===== src/rtl/mem_port_arbiter_if.sv =====
// mem_port_arbiter_if: requester, memory and status signals of the single-port
// memory arbiter. Also defines the memory command encoding shared by all users.
`ifndef MEM_PORT_ARBITER_CMD_DEFS
`define MEM_PORT_ARBITER_CMD_DEFS
`define W_MEM_CMD 2
`define MEM_NOP   2'b00
`define MEM_READ  2'b01
`define MEM_WRITE 2'b10
`endif

interface mem_port_arbiter_if #(
  parameter int unsigned W_ADDR = 32,
  parameter int unsigned W_DATA = 32
);
  // fetch requester
  logic                  if_req;
  logic [W_ADDR-1:0]     if_addr;
  logic                  if_ack;
  logic [W_DATA-1:0]     if_rdata;
  // data requester
  logic                  dm_req;
  logic [`W_MEM_CMD-1:0] dm_cmd;
  logic [W_ADDR-1:0]     dm_addr;
  logic [W_DATA-1:0]     dm_wdata;
  logic                  dm_ack;
  logic [W_DATA-1:0]     dm_rdata;
  // memory side
  logic [`W_MEM_CMD-1:0] mem_cmd;
  logic [W_ADDR-1:0]     mem_addr;
  logic [W_DATA-1:0]     mem_wdata;
  logic [W_DATA-1:0]     mem_rdata;
  // status
  logic                  busy;
  logic                  stall;

  // arbiter side
  modport slave (
    input  if_req, if_addr, dm_req, dm_cmd, dm_addr, dm_wdata, mem_rdata,
    output if_ack, if_rdata, dm_ack, dm_rdata, mem_cmd, mem_addr, mem_wdata,
           busy, stall
  );

  // requesters + memory model side
  modport master (
    output if_req, if_addr, dm_req, dm_cmd, dm_addr, dm_wdata, mem_rdata,
    input  if_ack, if_rdata, dm_ack, dm_rdata, mem_cmd, mem_addr, mem_wdata,
           busy, stall
  );
endinterface


===== src/rtl/mem_port_arbiter.sv =====
// mem_port_arbiter: shares one memory port between instruction fetch and data
// load/store. Data has priority; the command is held for MEM_LAT cycles, then
// the winner gets a one-cycle ack. Optional fetch starvation guard is enabled
// by defining MEM_ARB_STARVE_GUARD_EN.
module mem_port_arbiter #(
  parameter int unsigned W_ADDR   = 32,
  parameter int unsigned W_DATA   = 32,
  parameter int unsigned MEM_LAT  = 2,
  parameter int unsigned MAX_WAIT = 4
) (
  input  logic                clk,
  input  logic                rst,
  mem_port_arbiter_if.slave   bus
);

  localparam int unsigned W_CNT = $clog2(MEM_LAT + 1);

  typedef enum logic [1:0] {
    ST_IDLE,
    ST_BUSY,
    ST_RESP
  } state_t;

  state_t                state_q, state_d;
  logic [W_CNT-1:0]      cnt_q, cnt_d;
  logic                  win_dm_q, win_dm_d;
  logic [`W_MEM_CMD-1:0] cmd_q, cmd_d;
  logic [W_ADDR-1:0]     addr_q, addr_d;
  logic [W_DATA-1:0]     wdata_q, wdata_d;
  logic [W_DATA-1:0]     if_rdata_q, if_rdata_d;
  logic [W_DATA-1:0]     dm_rdata_q, dm_rdata_d;

  logic dm_valid;
  logic grant_dm;
  logic grant_if;
  logic granting;
  logic force_if;
  logic if_ack;
  logic dm_ack;

`ifdef MEM_ARB_STARVE_GUARD_EN
  localparam int unsigned W_STV = $clog2(MAX_WAIT + 1);

  logic [W_STV-1:0] stv_q, stv_d;

  // fetch is forced once data has won MAX_WAIT grants in a row against it
  assign force_if = bus.if_req && (stv_q == W_STV'(MAX_WAIT));

  // starvation counter: counts data grants that left fetch waiting, saturating
  always_comb begin
    stv_d = stv_q;
    if (granting) begin
      if (grant_if || !bus.if_req) begin
        stv_d = '0;
      end else if (stv_q != W_STV'(MAX_WAIT)) begin
        stv_d = stv_q + W_STV'(1);
      end
    end
  end

  // starvation counter register
  always_ff @(posedge clk or posedge rst) begin
    if (rst) begin
      stv_q <= '0;
    end else begin
      stv_q <= stv_d;
    end
  end
`else
  assign force_if = 1'b0;
`endif

  // arbitration: a data request with a NOP command does not count
  always_comb begin
    dm_valid = bus.dm_req && (bus.dm_cmd != `MEM_NOP);
    grant_dm = dm_valid && !force_if;
    grant_if = bus.if_req && !grant_dm;
    granting = (state_q == ST_IDLE) && (grant_dm || grant_if);
  end

  // next-state: grant in IDLE, hold the command MEM_LAT cycles, ack in RESP
  always_comb begin
    state_d    = state_q;
    cnt_d      = cnt_q;
    win_dm_d   = win_dm_q;
    cmd_d      = cmd_q;
    addr_d     = addr_q;
    wdata_d    = wdata_q;
    if_rdata_d = if_rdata_q;
    dm_rdata_d = dm_rdata_q;
    case (state_q)
      ST_IDLE: begin
        if (granting) begin
          state_d  = ST_BUSY;
          cnt_d    = W_CNT'(MEM_LAT - 1);
          win_dm_d = grant_dm;
          cmd_d    = grant_dm ? bus.dm_cmd   : `MEM_READ;
          addr_d   = grant_dm ? bus.dm_addr  : bus.if_addr;
          wdata_d  = grant_dm ? bus.dm_wdata : wdata_q;
        end
      end
      ST_BUSY: begin
        if (cnt_q == '0) begin
          state_d = ST_RESP;
          if (cmd_q == `MEM_READ) begin
            if (win_dm_q) begin
              dm_rdata_d = bus.mem_rdata;
            end else begin
              if_rdata_d = bus.mem_rdata;
            end
          end
        end else begin
          cnt_d = cnt_q - W_CNT'(1);
        end
      end
      ST_RESP: begin
        state_d = ST_IDLE;
      end
      default: begin
        state_d = ST_IDLE;
      end
    endcase
  end

  // state and access registers; reset abandons any access in flight
  always_ff @(posedge clk or posedge rst) begin
    if (rst) begin
      state_q    <= ST_IDLE;
      cnt_q      <= '0;
      win_dm_q   <= 1'b0;
      cmd_q      <= `MEM_NOP;
      addr_q     <= '0;
      wdata_q    <= '0;
      if_rdata_q <= '0;
      dm_rdata_q <= '0;
    end else begin
      state_q    <= state_d;
      cnt_q      <= cnt_d;
      win_dm_q   <= win_dm_d;
      cmd_q      <= cmd_d;
      addr_q     <= addr_d;
      wdata_q    <= wdata_d;
      if_rdata_q <= if_rdata_d;
      dm_rdata_q <= dm_rdata_d;
    end
  end

  // outputs decoded from state so an async reset silences the port at once
  always_comb begin
    if_ack = (state_q == ST_RESP) && !win_dm_q;
    dm_ack = (state_q == ST_RESP) &&  win_dm_q;
  end

  assign bus.if_ack    = if_ack;
  assign bus.dm_ack    = dm_ack;
  assign bus.if_rdata  = if_rdata_q;
  assign bus.dm_rdata  = dm_rdata_q;
  assign bus.mem_cmd   = (state_q == ST_BUSY) ? cmd_q : `MEM_NOP;
  assign bus.mem_addr  = addr_q;
  assign bus.mem_wdata = wdata_q;
  assign bus.busy      = (state_q == ST_BUSY) || (state_q == ST_RESP);
  assign bus.stall     = !rst && ((bus.if_req && !if_ack) || (bus.dm_req && !dm_ack));

endmodule

===== src/flat_wrapper.sv =====
// flat-port wrapper written by rule: the top's interface ports become plain ports
module mem_port_arbiter_flat 
#(
  parameter int unsigned W_ADDR   = 32,
  parameter int unsigned W_DATA   = 32,
  parameter int unsigned MEM_LAT  = 2,
  parameter int unsigned MAX_WAIT = 4
)
  (clk, rst, bus_if_req, bus_if_addr, bus_dm_req, bus_dm_cmd, bus_dm_addr, bus_dm_wdata, bus_mem_rdata, bus_if_ack, bus_if_rdata, bus_dm_ack, bus_dm_rdata, bus_mem_cmd, bus_mem_addr, bus_mem_wdata, bus_busy, bus_stall);
  mem_port_arbiter_if #(.W_ADDR(W_ADDR), .W_DATA(W_DATA)) bus_i ();
  input  logic clk;
  input  logic rst;
  input wire logic [$bits(bus_i.if_req)-1:0] bus_if_req;
  input wire logic [$bits(bus_i.if_addr)-1:0] bus_if_addr;
  input wire logic [$bits(bus_i.dm_req)-1:0] bus_dm_req;
  input wire logic [$bits(bus_i.dm_cmd)-1:0] bus_dm_cmd;
  input wire logic [$bits(bus_i.dm_addr)-1:0] bus_dm_addr;
  input wire logic [$bits(bus_i.dm_wdata)-1:0] bus_dm_wdata;
  input wire logic [$bits(bus_i.mem_rdata)-1:0] bus_mem_rdata;
  output wire logic [$bits(bus_i.if_ack)-1:0] bus_if_ack;
  output wire logic [$bits(bus_i.if_rdata)-1:0] bus_if_rdata;
  output wire logic [$bits(bus_i.dm_ack)-1:0] bus_dm_ack;
  output wire logic [$bits(bus_i.dm_rdata)-1:0] bus_dm_rdata;
  output wire logic [$bits(bus_i.mem_cmd)-1:0] bus_mem_cmd;
  output wire logic [$bits(bus_i.mem_addr)-1:0] bus_mem_addr;
  output wire logic [$bits(bus_i.mem_wdata)-1:0] bus_mem_wdata;
  output wire logic [$bits(bus_i.busy)-1:0] bus_busy;
  output wire logic [$bits(bus_i.stall)-1:0] bus_stall;
  assign bus_i.if_req = bus_if_req;
  assign bus_i.if_addr = bus_if_addr;
  assign bus_i.dm_req = bus_dm_req;
  assign bus_i.dm_cmd = bus_dm_cmd;
  assign bus_i.dm_addr = bus_dm_addr;
  assign bus_i.dm_wdata = bus_dm_wdata;
  assign bus_i.mem_rdata = bus_mem_rdata;
  assign bus_if_ack = bus_i.if_ack;
  assign bus_if_rdata = bus_i.if_rdata;
  assign bus_dm_ack = bus_i.dm_ack;
  assign bus_dm_rdata = bus_i.dm_rdata;
  assign bus_mem_cmd = bus_i.mem_cmd;
  assign bus_mem_addr = bus_i.mem_addr;
  assign bus_mem_wdata = bus_i.mem_wdata;
  assign bus_busy = bus_i.busy;
  assign bus_stall = bus_i.stall;
  mem_port_arbiter #(.W_ADDR(W_ADDR), .W_DATA(W_DATA), .MEM_LAT(MEM_LAT), .MAX_WAIT(MAX_WAIT)) u_core (.clk(clk), .rst(rst), .bus(bus_i));
endmodule

===== config.mk =====
export PLATFORM = sky130hd
export DESIGN_NAME = mem_port_arbiter_flat
export DESIGN_NICKNAME = d
export VERILOG_FILES = /design/src/rtl/mem_port_arbiter_if.sv /design/src/rtl/mem_port_arbiter.sv /design/src/flat_wrapper.sv
export SDC_FILE = /design/constraint.sdc
export NUM_CORES = 1
export LEC_CHECK = 0
export ABC_AREA = 0
export CORE_UTILIZATION = 45
export CTS_BUF_LIST = sky130_fd_sc_hd__clkbuf_8 sky130_fd_sc_hd__clkbuf_16
export DETAILED_ROUTE_END_ITERATION = 10
export PLACE_DENSITY = 0.87
export SYNTH_ARGS = -nofsm -noshare
export SYNTH_HDL_FRONTEND = slang
export SYNTH_SLANG_ARGS = --single-unit

===== constraint.sdc =====
create_clock -name clk -period 15.3 [get_ports clk]
set_input_delay 3.06 -clock clk [delete_from_list [all_inputs] [get_ports clk]]
set_output_delay 3.06 -clock clk [all_outputs]
set_load 0.01 [all_outputs]

==> results.md <==
* Status: complete, no violations
* Vias in the first global route at 4,527
* Crit path launch type: primary input
* Syn Inst Count at 359
* Worst skew pair latency at 0.41 ns
* H-Tree Depth at 4
* Total power at 1.85 mW
* 1st-iter DRT viols at 204
* Final TNS setup at 0 ns
* Fmax at 0.124 GHz
* PD cells at 206 nW/um^2
* Residual DRC at 0
* GRT overflow at 0
* Worst min-delay path class: reg2reg
* Clock sinks at 135
* Post-Layout Cell Count at 811
* Post-route ant nets at 0
* Drt wl/cell at 17.8 um
* Core box area at 12,200 um^2
* Final Hold Viols at 0
* Root Driver: clkbuf_16
* Peak fanout along the critical path at 68
* # IOs at 268
* WHS Path Cells at 1
* WP data arrival at 5.03 ns
* Synth warnings at 0
* # rows at 40
* Post CTS Setup Buffer Count at 0
* Async S/R FF share, synth at 100%
* Fin. max-slew vios at 0
* Initial core utilization at 46.8%
* Nets@finish at 768
* Antenna Cells at 0
* Main synth FF type: dfrtp_1
* Register area at 3380 um^2
* Final RePlAce weighted congestion at 0.765
* Synth area leaders: dfrtp_1, mux2_2, mux2_4
* Final Cycle Share at 52.9%
* Layout Skew at 0.00693 ns
* Largest net degree at the start of global routing at 70
* Final Setup Violations at 0
* Pre-Repair DR Iteration Count at 4
* Area of the multi-input gates at 2160 um^2
* Share of layout cells above drive strength 1 at 28.8%
* Area share of the leading cell type in the synthesized netlist at 59.1%
* Hold-fix buffers at CTS at 0
* Worst-path clk slew at 0.05 ns
* Die Area at 13,200 um^2
* CTS tree: built
* GR Util All Layers at 22.8%
* Reg2Reg Depth at 4
* Max-cap viol count at 0
* Commonest cells after routing, fill and taps aside: clkdlybuf4s50_1, dfrtp_1, mux2_2, mux2_4
* Routed via count at 4,031
* # fillers at 841
* DP Wirelength at 10,500 um
* Cell variety after synth at 27
* Post-CTS sizing at 0
* Die width at 115 um
* First-pass GRT wire length at 22,500 um
* RSZ-0062 raised after global routing: false
* Worst slew pin tran at 1.10 ns
* Post-Route WL at 14,400 um
* Crit Path Category: in2out
* Seq cells post-synth at 135
* P_leak at 3.86 nW
* Commonest non-fill, non-tap cell in the layout: clkdlybuf4s50_1
* Post-synth top area cell: dfrtp_1
* Sequential share of the synthesized area at 59.1%
* Max-slew headroom at 26.9%
* Port Buffers at 267
* Avg Cell Area, Syn at 15.9 um^2
* Syn_nets at 497
* Peak supply drop at 0.102 mV
* Routed vias/inst at 4.97
* Required time of the worst setup path at 12.24 ns
* Area delta synth->final at 57.5%
* CTS buffer count at 17
* Cells after DPL at 779
* Initial antenna violation count at 0
* Die Height at 115 um
* Max Root-Sink Buffers at 2
* Post-synth EDFFs at 0
* Synthesized area at 5720 um^2
* Tmin final at 8.09 ns
* Crit end category: output pin
* Hold_ws at 0.490 ns
routing by layer:
| metal | track usage (%) | vias to the layer above | share of wire (%) |
|---|---|---|---|
| li1 | - | 1822 | - |
| met1 | 22.9 | 1981 | 36 |
| met2 | 41.1 | 189 | 53 |
| met3 | 7.80 | 39 | 7.6 |
| met4 | 13.2 | 0 | 3.9 |
| met5 | 0 | - | 0 |
kinds of logic (layout without fill, tap and decap cells):
logic type                 after synthesis  count (layout)  synth area share [%]
buffers and inverters                   28             312                  3.30
and+or+nand+nor                         17              17                  1.64
muxes                                  160             160                  33.3
AOI/OAI and AO/OA                       15              15                  1.86
adders and majority gates                4               4                 0.875
DFF                                    135             135                  59.1
flip-flops by register name (all words and copies together), names as in the netlist:
name / count
u_core.bus.dm_rdata: 32
u_core.bus.if_rdata: 32
u_core.bus.mem_addr: 32
u_core.bus.mem_wdata: 32
u_core.cmd_q: 2
u_core.cnt_q: 2
u_core.state_q: 2
u_core.win_dm_q: 1
final timing paths:
check | start | endpoint | slack, ns
max in group asynchronous | rst | u_core.bus.mem_wdata[15]$_DFFE_PP0P_ | 10.72
hold / removal | u_core.bus.if_rdata[22]$_DFFE_PP0P_ | u_core.bus.if_rdata[22]$_DFFE_PP0P_ | 0.49
setup reg to reg | u_core.state_q[0]$_DFFE_PP0P_ | u_core.bus.mem_addr[3]$_DFFE_PP0P_ | 12.97
hold reg to reg | u_core.bus.if_rdata[22]$_DFFE_PP0P_ | u_core.bus.if_rdata[22]$_DFFE_PP0P_ | 0.49
min in group asynchronous | rst | u_core.bus.mem_wdata[23]$_DFFE_PP0P_ | 3.17
setup / recovery | rst | bus_stall | 7.21
critical path: stages:
cell             delay [ns]
clkdlybuf4s50_1        0.44
inv_4                  0.60
o221a_2                0.33
clkdlybuf4s50_1        0.56
power by group:
part | switching, mW | internal (mW)
registers | 0.0974 | 0.539
clock network | 0.138 | 0.218
logic | 0.318 | 0.541
metrics by stage:
step	area (um^2)	setup WS (ns)	utilization, %
after global routing	9010	6.97	73.8
after floorplan	5720	5.72	-
after detailed placement	8480	7.16	69.5
after CTS	9010	7.14	73.8
after global placement	8480	7.18	69.5
final	9010	7.21	73.8
layout make-up:
type                       instances  share of cell area (%)
tap                              168                    2.33
clock inverter                    11                   0.500
clock buffer                      21                    5.33
multi-input combinational        196                    24.0
sequential                       135                    37.5
timing repair buffer             270                    29.9
inverter                          10                   0.444
synth_stat cells, drive strengths merged (2+ instances only):
cell type,instances
a22oi,2
and3,3
buf,18
dfrtp,135
ha,4
inv,10
mux2,160
nand2,3
nand2b,2
nand3,2
nor2,2
nor2b,4
o21a,2
o21ai,5
No activity file was read; power rests on OpenSTA's default activity.
==> edit: new RTL, same settings <==
`W_ADDR` is set to 32 in 3 places; all go to 64.
--- a/src/rtl/mem_port_arbiter_if.sv
+++ b/src/rtl/mem_port_arbiter_if.sv
@@ -9,7 +9,7 @@
 `endif
 
 interface mem_port_arbiter_if #(
-  parameter int unsigned W_ADDR = 32,
+  parameter int unsigned W_ADDR = 64,
   parameter int unsigned W_DATA = 32
 );
   // fetch requester
--- a/src/rtl/mem_port_arbiter.sv
+++ b/src/rtl/mem_port_arbiter.sv
@@ -3,7 +3,7 @@
 // the winner gets a one-cycle ack. Optional fetch starvation guard is enabled
 // by defining MEM_ARB_STARVE_GUARD_EN.
 module mem_port_arbiter #(
-  parameter int unsigned W_ADDR   = 32,
+  parameter int unsigned W_ADDR   = 64,
   parameter int unsigned W_DATA   = 32,
   parameter int unsigned MEM_LAT  = 2,
   parameter int unsigned MAX_WAIT = 4
--- a/src/flat_wrapper.sv
+++ b/src/flat_wrapper.sv
@@ -1,7 +1,7 @@
 // flat-port wrapper written by rule: the top's interface ports become plain ports
 module mem_port_arbiter_flat 
 #(
-  parameter int unsigned W_ADDR   = 32,
+  parameter int unsigned W_ADDR   = 64,
   parameter int unsigned W_DATA   = 32,
   parameter int unsigned MEM_LAT  = 2,
   parameter int unsigned MAX_WAIT = 4
Ports: changed (resized bus_dm_addr, bus_if_addr and bus_mem_addr); port bits go from 268 to 364. No check against the original RTL was run, so the function may have changed too.
==> edit against the unedited design <==
Final cell count up 29%. Maximum frequency down 1.1%. Global-route usage up 0.97 points. Sequential power up 24%. Critical endpoint unchanged. Clock skew up 0.0023 ns. Highest routed layer unchanged. Combinational power up 28%. Wire length up 38%. Worst setup slack worse by 0.090 ns. Synthesized area up 28%. Final area up 30%. Power up 25%. Critical path type unchanged. Critical path depth unchanged. Sequential cell count up 32.
==> edit: results (changes against the unedited design) <==
flop2flop setup slack: 13.02 ns (+0.05 ns)
number of cells in the finished layout apart from fillers: 1050 (+29%)
CP max FO: 98 (+44%)
P_leak: 4.89 nW (+27%)
Hold Crit Start: u_core.bus.mem_addr[37]$_DFFE_PP0P_
reg2reg path depth: 4 (unchanged)
drt pass-1 iters: 4 (unchanged)
status: complete, no violations
largest net degree at the start of global routing: 99 (+41%)
Max Cap Violations: 0 (unchanged)
fmax: 122 MHz (-1.1%)
Rel. slew slack: 28.9% (+1.9 points)
Syn. warnings: 0 (unchanged)
Via density: 4.95 (-0.40%)
sequential share of the synthesized area: 57.1% (-2.0 points)
Avg Cell Area, Syn: 15.9 sq um (-0.51%)
GRT Resource Usage Total: 23.8% (+0.97 points)
Hold Path End: u_core.bus.mem_addr[37]$_DFFE_PP0P_
top post-synthesis cells by count: 178 x mux2_2, 167 x dfrtp_1, 40 x mux2_4
clock-pin transition on the worst setup and hold timing paths: 0.06 ns
CP arrival: 5.12 ns (+0.09 ns)
Final Hold Slack: 0.487 ns (-0.00289 ns)
CP max stage cell: inv_6
CTS buffer count: 17 (unchanged)
number of global-route vias before repair: 5793 (+28%)
Iter 0 DRT Violations: 163 (-20%)
Tightest Hold Check Type: flip-flop to flip-flop
DR WL/cell: 18.9 um (+6.3%)
commonest register cell after synthesis: dfrtp_1
post-DP HPWL: 14800 um (+40%)
Final Skew: 0.00924 ns (+0.00231 ns)
CTS max path bufs: 2 (unchanged)
peak supply drop: 0.0932 mV (-8.6%)
clock root buffer: clkbuf_16
Area after DPL: 0.0111 sq mm (+31%)
setup bufs post-CTS: 0 (unchanged)
I/O Buffers: 363 (+36%)
Worst path max stage delay: 0.61 ns
worst hold path stage count: 1 (unchanged)
placed cells: 1019 (+31%)
DP Worst Slack: 7.07 ns (-0.0878 ns)
share of cells above drive strength 1: 30.7% (+1.9 points)
syn nets: 664 (+34%)
reg-to-reg startpoint: u_core.state_q[0]$_DFFE_PP0P_
Yosys cell types: 29 (+7.4%)
CP Capture Point: bus_stall
delay-heaviest family, CP: buffers and inverters
Resize count post-CTS: 0 (unchanged)
switching share of power: 30.6% (+0.70 points)
placer congestion estimate: 0.792 (+3.5%)
first-pass GRT wire length: 30000 um (+33%)
Synth area leaders: dfrtp_1 57%, mux2_2 27%, mux2_4 8.2%, mux2_1 0.92%, buf_2 0.89%
Reg2Reg Capture Point: u_core.bus.mem_addr[13]$_DFFE_PP0P_
max reg flops: 64
-- edit: cell types whose count changed in the layout (fill, tap and decap cells not counted), moves of 2 or more --
| cell | before | now |
|---|---|---|
| o21a_4 | 0 | 2 |
| clkbuf_8 | 4 | 0 |
| inv_1 | 17 | 10 |
| mux2_2 | 126 | 178 |
| clkinvlp_4 | 0 | 5 |
| dfrtp_1 | 135 | 167 |
| inv_6 | 0 | 3 |
| clkdlybuf4s50_1 | 267 | 363 |
| bufinv_16 | 0 | 3 |
| mux2_4 | 27 | 40 |
| clkinv_2 | 3 | 1 |
-- edit: final cells by class --
| class | count | area [sq um] |
|---|---|---|
| sequential | 167 | 4180 |
| clock buffer | 17 | 425 |
| inverter | 10 | 42.5 |
| fill | 1072 | 4200 |
| tap | 216 | 270 |
| timing repair buffer | 366 | 3660 |
| multi-input combinational | 260 | 2940 |
| clock inverter | 14 | 174 |
-- edit: power groups by stage --
| stage | clock, mW | sequential (mW) | combinational, mW |
|---|---|---|---|
| after global routing | 0.460 | 0.813 | 1.16 |
| after CTS | 0.441 | 0.787 | 1.11 |
| final | 0.433 | 0.787 | 1.10 |
| after global placement | 0 | 0.775 | 1.07 |
| after detailed placement | 0 | 0.792 | 1.10 |
| after floorplan | 0 | 0.882 | 0.405 |
-- edit: cells by family after synthesis --
logic type | share of synthesized area (%)
multiplexers | 36.5
buffers and inverters | 2.94
AND/OR/NAND/NOR | 1.28
adder cells (fa/ha/maj) | 0.683
flip-flops | 57.1
AO/OA/AOI/OAI | 1.55
-- edit: routing by layer --
| layer | global-route usage (%) | part of all wire, % |
|---|---|---|
| met1 | 24.3 | 35 |
| met2 | 42.8 | 53 |
| met3 | 7.60 | 7.9 |
| met4 | 13.1 | 4.0 |
| met5 | 0 | 0 |
